`src/rtl/if_fetch_unit_pkg.sv`:
```
// Purpose : shared constants for the IF-stage fetch unit (bubble encoding,
//           HALT opcode, fetch FSM state encodings) plus a small helper.
// Ports   : none (package).
package if_fetch_unit_pkg;

  localparam logic [31:0] NOP_INSTR_DEF = 32'h0000_0000;
  localparam logic [5:0]  OPC_HALT_DEF  = 6'h3F;

  localparam logic [1:0] ST_REQ  = 2'd0;
  localparam logic [1:0] ST_WAIT = 2'd1;
  localparam logic [1:0] ST_HALT = 2'd2;

  function automatic logic [31:0] word_align(input logic [31:0] a);
    return a & ~32'h0000_0003;
  endfunction

endpackage

```
`src/rtl/if_fetch_unit_skid.sv`:
```
// Purpose : one-entry {instr, pc4} holding register that catches an IMEM reply
//           arriving while the downstream stage is stalled.
// Ports   : clk, reset (async active-low), load/clear controls,
//           load_instr/load_pc4 data in, buf_valid/buf_instr/buf_pc4 out.
module if_fetch_unit_skid (
  input  logic        clk,
  input  logic        reset,
  input  logic        load,
  input  logic        clear,
  input  logic [31:0] load_instr,
  input  logic [31:0] load_pc4,
  output logic        buf_valid,
  output logic [31:0] buf_instr,
  output logic [31:0] buf_pc4
);

  always_ff @(posedge clk or negedge reset) begin
    if (!reset) begin
      buf_valid <= 1'b0;
      buf_instr <= 32'h0;
      buf_pc4   <= 32'h0;
    end else if (load) begin
      buf_valid <= 1'b1;
      buf_instr <= load_instr;
      buf_pc4   <= load_pc4;
    end else if (clear) begin
      buf_valid <= 1'b0;
    end
  end

endmodule

```
`src/rtl/if_fetch_unit.sv`:
```
// Purpose : IF-stage producer. Owns the PC, issues single-outstanding word
//           fetches to IMEM, presents {if_pc_plus_4, if_instruction} to IF_ID,
//           honours stall, squashes wrong-path fetches on redirect and stops
//           after a HALT word is consumed.
// Ports   : clk, reset (async active-low), stall, branch_taken/branch_target,
//           imem_req_valid/ready/addr, imem_rsp_valid/data,
//           if_pc_plus_4, if_instruction, if_halted, if_pc (debug).
//
// state | meaning
// REQ   | no fetch outstanding, may issue
// WAIT  | one fetch outstanding, reply pending
// HALT  | HALT delivered, fetching stopped until reset
module if_fetch_unit
  import if_fetch_unit_pkg::*;
#(
  parameter logic [31:0] RESET_PC  = 32'h0000_0000,
  parameter logic [31:0] NOP_INSTR = NOP_INSTR_DEF,
  parameter logic [5:0]  OPC_HALT  = OPC_HALT_DEF
) (
  input  logic        clk,
  input  logic        reset,
  input  logic        stall,
  input  logic        branch_taken,
  input  logic [31:0] branch_target,
  output logic        imem_req_valid,
  input  logic        imem_req_ready,
  output logic [31:0] imem_addr,
  input  logic        imem_rsp_valid,
  input  logic [31:0] imem_rsp_data,
  output logic [31:0] if_pc_plus_4,
  output logic [31:0] if_instruction,
  output logic        if_halted,
  output logic [31:0] if_pc
);

  logic [1:0]  state;
  logic [31:0] pc;
  logic [31:0] inflight_pc4;
  logic        drop;
  logic        halted;

  logic        buf_valid;
  logic [31:0] buf_instr;
  logic [31:0] buf_pc4;

  logic        rsp_live;
  logic        rsp_keep;
  logic        can_issue;
  logic        accept;
  logic        pres_valid;
  logic        halt_take;
  logic        buf_load;
  logic        buf_clear;

  // Replies only count while a fetch is outstanding; this is what makes a
  // reply left over from before reset invisible.
  assign rsp_live = imem_rsp_valid && (state == ST_WAIT);
  assign rsp_keep = rsp_live && !drop;

  // A reply that lands under stall goes to the skid buffer, so no new fetch
  // may be launched behind it that cycle.
  assign can_issue = ((state == ST_REQ) || rsp_live) && !buf_valid &&
                     !branch_taken && !(rsp_keep && stall);

  assign imem_req_valid = can_issue && reset;
  assign imem_addr      = pc;
  assign accept         = imem_req_valid && imem_req_ready;

  always_comb begin
    pres_valid     = 1'b0;
    if_instruction = NOP_INSTR;
    if_pc_plus_4   = 32'h0;
    if (branch_taken) begin
      pres_valid = 1'b0;
    end else if (buf_valid) begin
      pres_valid     = 1'b1;
      if_instruction = buf_instr;
      if_pc_plus_4   = buf_pc4;
    end else if (rsp_keep) begin
      pres_valid     = 1'b1;
      if_instruction = imem_rsp_data;
      if_pc_plus_4   = inflight_pc4;
    end
  end

  assign halt_take = pres_valid && !stall && (if_instruction[31:26] == OPC_HALT);

  assign buf_load  = rsp_keep && stall && !branch_taken && !buf_valid;
  assign buf_clear = branch_taken || !stall;

  if_fetch_unit_skid u_skid (
    .clk        (clk),
    .reset      (reset),
    .load       (buf_load),
    .clear      (buf_clear),
    .load_instr (imem_rsp_data),
    .load_pc4   (inflight_pc4),
    .buf_valid  (buf_valid),
    .buf_instr  (buf_instr),
    .buf_pc4    (buf_pc4)
  );

  always_ff @(posedge clk or negedge reset) begin
    if (!reset) begin
      state        <= ST_REQ;
      pc           <= RESET_PC;
      inflight_pc4 <= 32'h0;
      drop         <= 1'b0;
      halted       <= 1'b0;
    end else if (state == ST_HALT) begin
      drop <= 1'b0;
    end else if (halt_take) begin
      // Any fetch still in flight is abandoned; HALT ignores replies.
      state  <= ST_HALT;
      halted <= 1'b1;
      drop   <= 1'b0;
    end else begin
      if (branch_taken) begin
        pc <= word_align(branch_target);
      end else if (accept) begin
        pc <= pc + 32'd4;
      end

      if (accept) begin
        inflight_pc4 <= pc + 32'd4;
        state        <= ST_WAIT;
      end else if (rsp_live) begin
        state <= ST_REQ;
      end

      // Redirect with the wrong-path reply still to come: eat it on arrival.
      if (branch_taken && (state == ST_WAIT) && !imem_rsp_valid) begin
        drop <= 1'b1;
      end else if (rsp_live) begin
        drop <= 1'b0;
      end
    end
  end

  assign if_halted = halted;
  assign if_pc     = pc;

  no_skid_overlap: assert property (@(posedge clk) disable iff (!reset)
    !(stall && rsp_live && buf_valid));

endmodule

```
`config.mk`:
```
export PLATFORM = sky130hd
export DESIGN_NAME = if_fetch_unit
export DESIGN_NICKNAME = d
export VERILOG_FILES = /design/src/rtl/if_fetch_unit_pkg.sv /design/src/rtl/if_fetch_unit_skid.sv /design/src/rtl/if_fetch_unit.sv
export SDC_FILE = /design/constraint.sdc
export NUM_CORES = 1
export LEC_CHECK = 0
export CAP_MARGIN = 25
export CORE_ASPECT_RATIO = 0.8
export CORE_MARGIN = 3
export CORE_UTILIZATION = 45
export DETAILED_ROUTE_END_ITERATION = 8
export GPL_ROUTABILITY_DRIVEN = 0
export PLACE_DENSITY = 0.73
export REMOVE_ABC_BUFFERS = 1
export SKIP_CTS_REPAIR_TIMING = 1
export SLEW_MARGIN = 20
export SYNTH_ARGS = -nofsm -noshare
export SYNTH_HDL_FRONTEND = slang
export SYNTH_SLANG_ARGS = --single-unit
```
`constraint.sdc`:
```
create_clock -name clk -period 3.3 [get_ports clk]
set_clock_uncertainty 0.05 [all_clocks]
set_input_delay 0.33 -clock clk [delete_from_list [all_inputs] [get_ports clk]]
set_output_delay 0.33 -clock clk [all_outputs]
set_load 0.005 [all_outputs]
```
; ---- After elaboration in Yosys (flattened, before gate mapping)
; Cells that the tools add are included.
[classes]
addsub = 1
eq_ne = 3
n_mux = 20
bitwise = 2
reduce_logical = 31
[op_table]
columns = cell, count
row1 = $mux 32, 8
row2 = $add 32x3->32 const B, 1
row3 = $logic_and 1x1->1, 14
row4 = $mux 1, 9
row5 = $eq 6x6->1 const B, 1
row6 = $logic_not 1->1, 6
row7 = $mux 2, 3
row8 = $reduce_and 3->1, 2
row9 = $reduce_and 2->1, 2
row10 = $reduce_bool 2->1, 2
row11 = $reduce_bool 4->1, 1
row12 = $reduce_bool 3->1, 1
row13 = $eq 2x1->1 const B, 1
row14 = $eq 2x2->1 const B, 1
row15 = $logic_not 2->1, 1
row16 = $logic_or 1x1->1, 2
row17 = $not 1->1, 2
[word_totals]
reg_bits = 133
word_cells = 65

; ---- Depth between registers and ports, before layout
[logic_depth]
word_depth = 10
mapped_depth = 7
ltp_nobuf = 6

; ---- Cells and area by module
; A second synthesis with hierarchy kept.
[hier_totals]
cells_unflattened = 649
area_unflattened_um2 = 7280.7
[modules_own_cells]
columns = module, n_inst, cells_each, area_per_inst_um2, seq_area_each_um2
row1 = if_fetch_unit, 1, 511, 4665.7, 1601.5
row2 = if_fetch_unit_skid, 1, 138, 2615.0, 1626.6

; ---- Worst setup path before layout
; OpenSTA, ideal clock, no wires.
[synth_timing]
path_kind = input -> register
start = in branch_taken
end = reg pc[31], in the netlist if_pc[31]
setup_time_ns = 0.130
arrival_ns = 1.999
t_required_ns = 3.120
setup_slack_ns = 1.121
stages = 7
path_cell_list = buf_2 or4b_4 a221oi_4 o211ai_2 buf_2 nor3_1 o22ai_1
[synth_via]
elab_chain_len = 7
word_cells_on_any_way = 14
cone_classes = eq/ne (1) / mux (3) / bitwise (1) / reduce/logical (9)
[synth_lines]
columns = item, line_no
row1 = from (decl), if_fetch_unit.sv:23  ; input logic branch_taken,
row2 = "parallel branches: the longest is 7 deep, another holds $mux 32", n/a
row3 = to (signal assigned), if_fetch_unit.sv:119  ; pc <= word_align(branch_target);
row4 = to (signal assigned), if_fetch_unit.sv:121  ; pc <= pc + 32'd4;
row5 = to (decl), if_fetch_unit.sv:37  ; logic [31:0] pc;
; Parallel ways; which one is timed is not known.
; A chain may end at the register's enable or synchronous reset.

; ---- Worst setup path in the final report
[layout_timing]
start = reg u_skid.buf_valid
end = out imem_req_valid
[layout_via]
elab_chain_len = 5
[layout_lines]
columns = item, line_no
row1 = from (decl), if_fetch_unit_skid.sv:12  ; output logic buf_valid,
row2 = from (signal assigned), if_fetch_unit_skid.sv:19  ; buf_valid <= 1'b0;
row3 = from (signal assigned), if_fetch_unit_skid.sv:23  ; buf_valid <= 1'b1;
row4 = from (signal assigned), if_fetch_unit_skid.sv:27  ; buf_valid <= 1'b0;
row5 = $logic_not 1->1, if_fetch_unit.sv:62  ; assign can_issue = ((state == ST_REQ) || rsp_live) && !buf_valid &&
row6 = $logic_and 1x1->1 (2 in series), if_fetch_unit.sv:62
row7 = $logic_and 1x1->1, if_fetch_unit.sv:63  ; !branch_taken && !(rsp_keep && stall);
row8 = $logic_and 1x1->1, if_fetch_unit.sv:65  ; assign imem_req_valid = can_issue && reset;
row9 = to (decl), if_fetch_unit.sv:25  ; output logic imem_req_valid,
; Every way passes these cells.

==> impl_metrics.env <==
export IMPL_hold_viol_final=0
export IMPL_path_clk_slew_ns=0.06
export IMPL_remaining_drc_errors=0
export IMPL_layout_commonest_cell="clkdlybuf4s50_1"
export IMPL_ys_seq_elements=127
export IMPL_avgRoutedWirePerCell_um=17.68
export IMPL_cp_max_fo=10
export IMPL_regToRegSetupSlack_ns=0.67
export IMPL_postRouteAntennaNets=0
export IMPL_min_period_over_period_pct=84.69
export IMPL_clockRootBuffer="clkbuf_16"
export IMPL_final_area_mm2=0.009747
export IMPL_layout_common_cells="clkdlybuf4s50_1, dfrtp_1, nor2_1"
export IMPL_p_leak_nw=3.941
export IMPL_start_util_pct=46.94
export IMPL_synth_top_family_by_area="multiplexers"
export IMPL_final_nets=935
export IMPL_grt_pass1_wl_um=31130
export IMPL_rsz0062_at_grt="no"
export IMPL_viasPerCell=5.515
export IMPL_yosys_warnings=0
export IMPL_cp_start_kind="flop"
export IMPL_core_area_mm2=0.01531
export IMPL_synth_compound_area_share_pct=13.14
export IMPL_drtIter0Drc=437
export IMPL_synth_simple_gate_area_share_pct=13.42
export IMPL_ys_types=59
export IMPL_synthCells=718
export IMPL_async_reset_ff_share_pct=100.0
export IMPL_r2r_start="u_skid.buf_valid"
export IMPL_port_buffers=191
export IMPL_cts_sinks=127
export IMPL_dieArea_mm2=0.01754
export IMPL_vias=5995
export IMPL_hpwl_um=13540
export IMPL_crit_type="reg -> out"
export IMPL_total_power_w=0.005140
export IMPL_crit_arrival_ns=2.41
export IMPL_r2r_cells=6
export IMPL_syn2layout_area_growth_pct=35.57
export IMPL_r2r_end="if_pc[21]"
export IMPL_end_kind="output port"
export IMPL_clock_latency_ns=0.41
export IMPL_syn_area_mm2=0.007189
export IMPL_fmax_mhz=357.8
export IMPL_crit_required_ns=2.92
export IMPL_status="finished, final reports clean"
export IMPL_synth_fa_ha_area_share_pct=0.1740
export IMPL_maxCapViolCount=0
export IMPL_ctsHtreeMaxLevel=4
export IMPL_fp_row_count=40
export IMPL_die_h_um=119.1
export IMPL_setup_viol=0
export IMPL_die_x_um=147.3
export IMPL_slew_headroom_pct=47.72
export IMPL_wl_um=19220
export IMPL_min_delay_path_class="in -> async"
export IMPL_grt_pass1_vias=5996
export IMPL_overflow=0
export IMPL_avgSynthCellArea_um2=10.01
export IMPL_fin_tns_setup_ns=0
export IMPL_finalMaxSlewViolations=0
export IMPL_diodes=0
export IMPL_drive_gt1_share_pct=15.51
export IMPL_holdWs_ns=0.02774
export IMPL_cts_tree="done"
export IMPL_grt_usage_pct=21.79
export IMPL_ioPinCount=200
export IMPL_yosysSeqAreaShare_pct=44.20
export IMPL_drtPass1Iterations=7
export IMPL_clockBufferDepth=2
export IMPL_grt_max_degree=75
export IMPL_placed_area_mm2=0.009082
export IMPL_synth_ff_type="dfrtp_1"
export IMPL_synth_edf_count=0
export IMPL_synth_xor_area_share_pct=3.411
export IMPL_antenna_found_initial=0
export IMPL_numCtsBuffers=17
export IMPL_p_per_area_mw_per_mm2=527.4
export IMPL_fin_crit_ns=2.795
export IMPL_peakVddDrop_v=0.0003845
export IMPL_tightest_slew_ns=0.7818
export IMPL_synthMuxAreaShare_pct=18.50
==> critical path, cell delays in order (launching register included) <==
cell	delay (ns)
dfrtp_4	0.56
or4b_4	0.52
a221oi_4	0.35
clkdlybuf4s50_1	0.58
==> stage by stage <==
step,util (%),cells,worst slack (ns)
CTS,63.46,1086,0.4880
global route,63.64,1087,0.4231
global placement,59.31,1054,0.6132
finish,63.64,1087,0.5053
detailed placement,59.31,1054,0.5621
floorplan,-,636,-1.361
==> registers in the layout, indices dropped and copies added, names as in the netlist <==
signal            flops
drop                  1
state                 2
u_skid.buf_instr     32
u_skid.buf_valid      1
inflight_pc4         30
if_halted             1
if_pc                30
u_skid.buf_pc4       30
==> logic make-up (layout without fill, tap and decap cells) <==
group                    after synthesis  after routing
flip-flops                           127            127
other                                  1              6
adder cells (fa/ha/maj)                1              1
multiplexers                         125            125
buffers and inverters                 96            250
XOR/XNOR                              28             28
AO/OA/AOI/OAI                        142            142
AND/OR/NAND/NOR                      198            198
==> power by group <==
| part | switching [W] | internal [W] | leakage, nW | total, W |
|---|---|---|---|---|
| clock | 0.000747 | 0.00128 | 0.310 | 0.00203 |
| sequential | 0.000276 | 0.00189 | 1.64 | 0.00216 |
| combinational | 0.000379 | 0.000569 | 1.99 | 0.000948 |
==> worst max path at each step <==
| stage | from | end | slack [ns] | depth (start not counted) |
|---|---|---|---|---|
| 5_1_grt | state[0] | if_pc_plus_4[5] | 0.42 | 5 |
| 4_1_cts | u_skid.buf_valid | imem_req_valid | 0.49 | 3 |
| 3_5_place_dp | imem_rsp_valid | inflight_pc4[23] | 0.56 | 6 |
| 6_report | u_skid.buf_valid | imem_req_valid | 0.51 | 3 |
| 3_3_place_gp | imem_rsp_valid | inflight_pc4[31] | 0.61 | 6 |
| 2_1_floorplan | u_skid.buf_valid | if_instruction[0] | -1.36 | 2 |
==> synth_stat cells, types with 3 or more instances <==
master	n	area, um2
dfrtp_1	127	3178
nor2_1	79	296.5
mux2_2	63	709.4
mux2i_1	62	620.6
nand2_1	52	195.2
o21ai_0	44	220.2
clkbuf_1	39	146.4
buf_4	37	277.8
o21ai_1	17	85.08
nand3_1	16	80.08
a31oi_1	15	93.84
xnor2_1	15	131.4
xor2_1	13	113.9
a22oi_1	11	82.58
nor3_1	10	50.05
inv_1	8	30.03
nand4_1	8	50.05
a21oi_1	7	35.03
buf_2	7	35.03
a2bb2oi_1	6	52.55
o22ai_1	6	37.54
nor4_1	5	31.28
o211ai_1	5	37.54
o211ai_2	5	62.56
o31a_1	5	43.79
a211oi_1	4	30.03
and2_1	4	25.02
and3_1	4	25.02
and4_1	3	26.28
o22a_1	3	26.28
o31ai_1	3	22.52
==> final cells by class <==
cell class,count,area (um2)
clock buffers,18,429.2
clock inverters,14,207.7
fillers,1211,5568
inverters,9,33.78
multi-input cells,500,3556
flip-flops and latches,127,3182
well taps,210,262.8
repair buffers,209,2076
==> routing by layer <==
metal / share of wire (%) / up-vias / global-route usage (%)
met5: 0 / - / 0
met4: 0.93 / 0 / 5.355
met3: 6.4 / 22 / 4.260
met2: 47 / 264 / 34.61
met1: 46 / 2884 / 30.91
li1: - / 2825 / -
(Power assumes the default switching activity.)
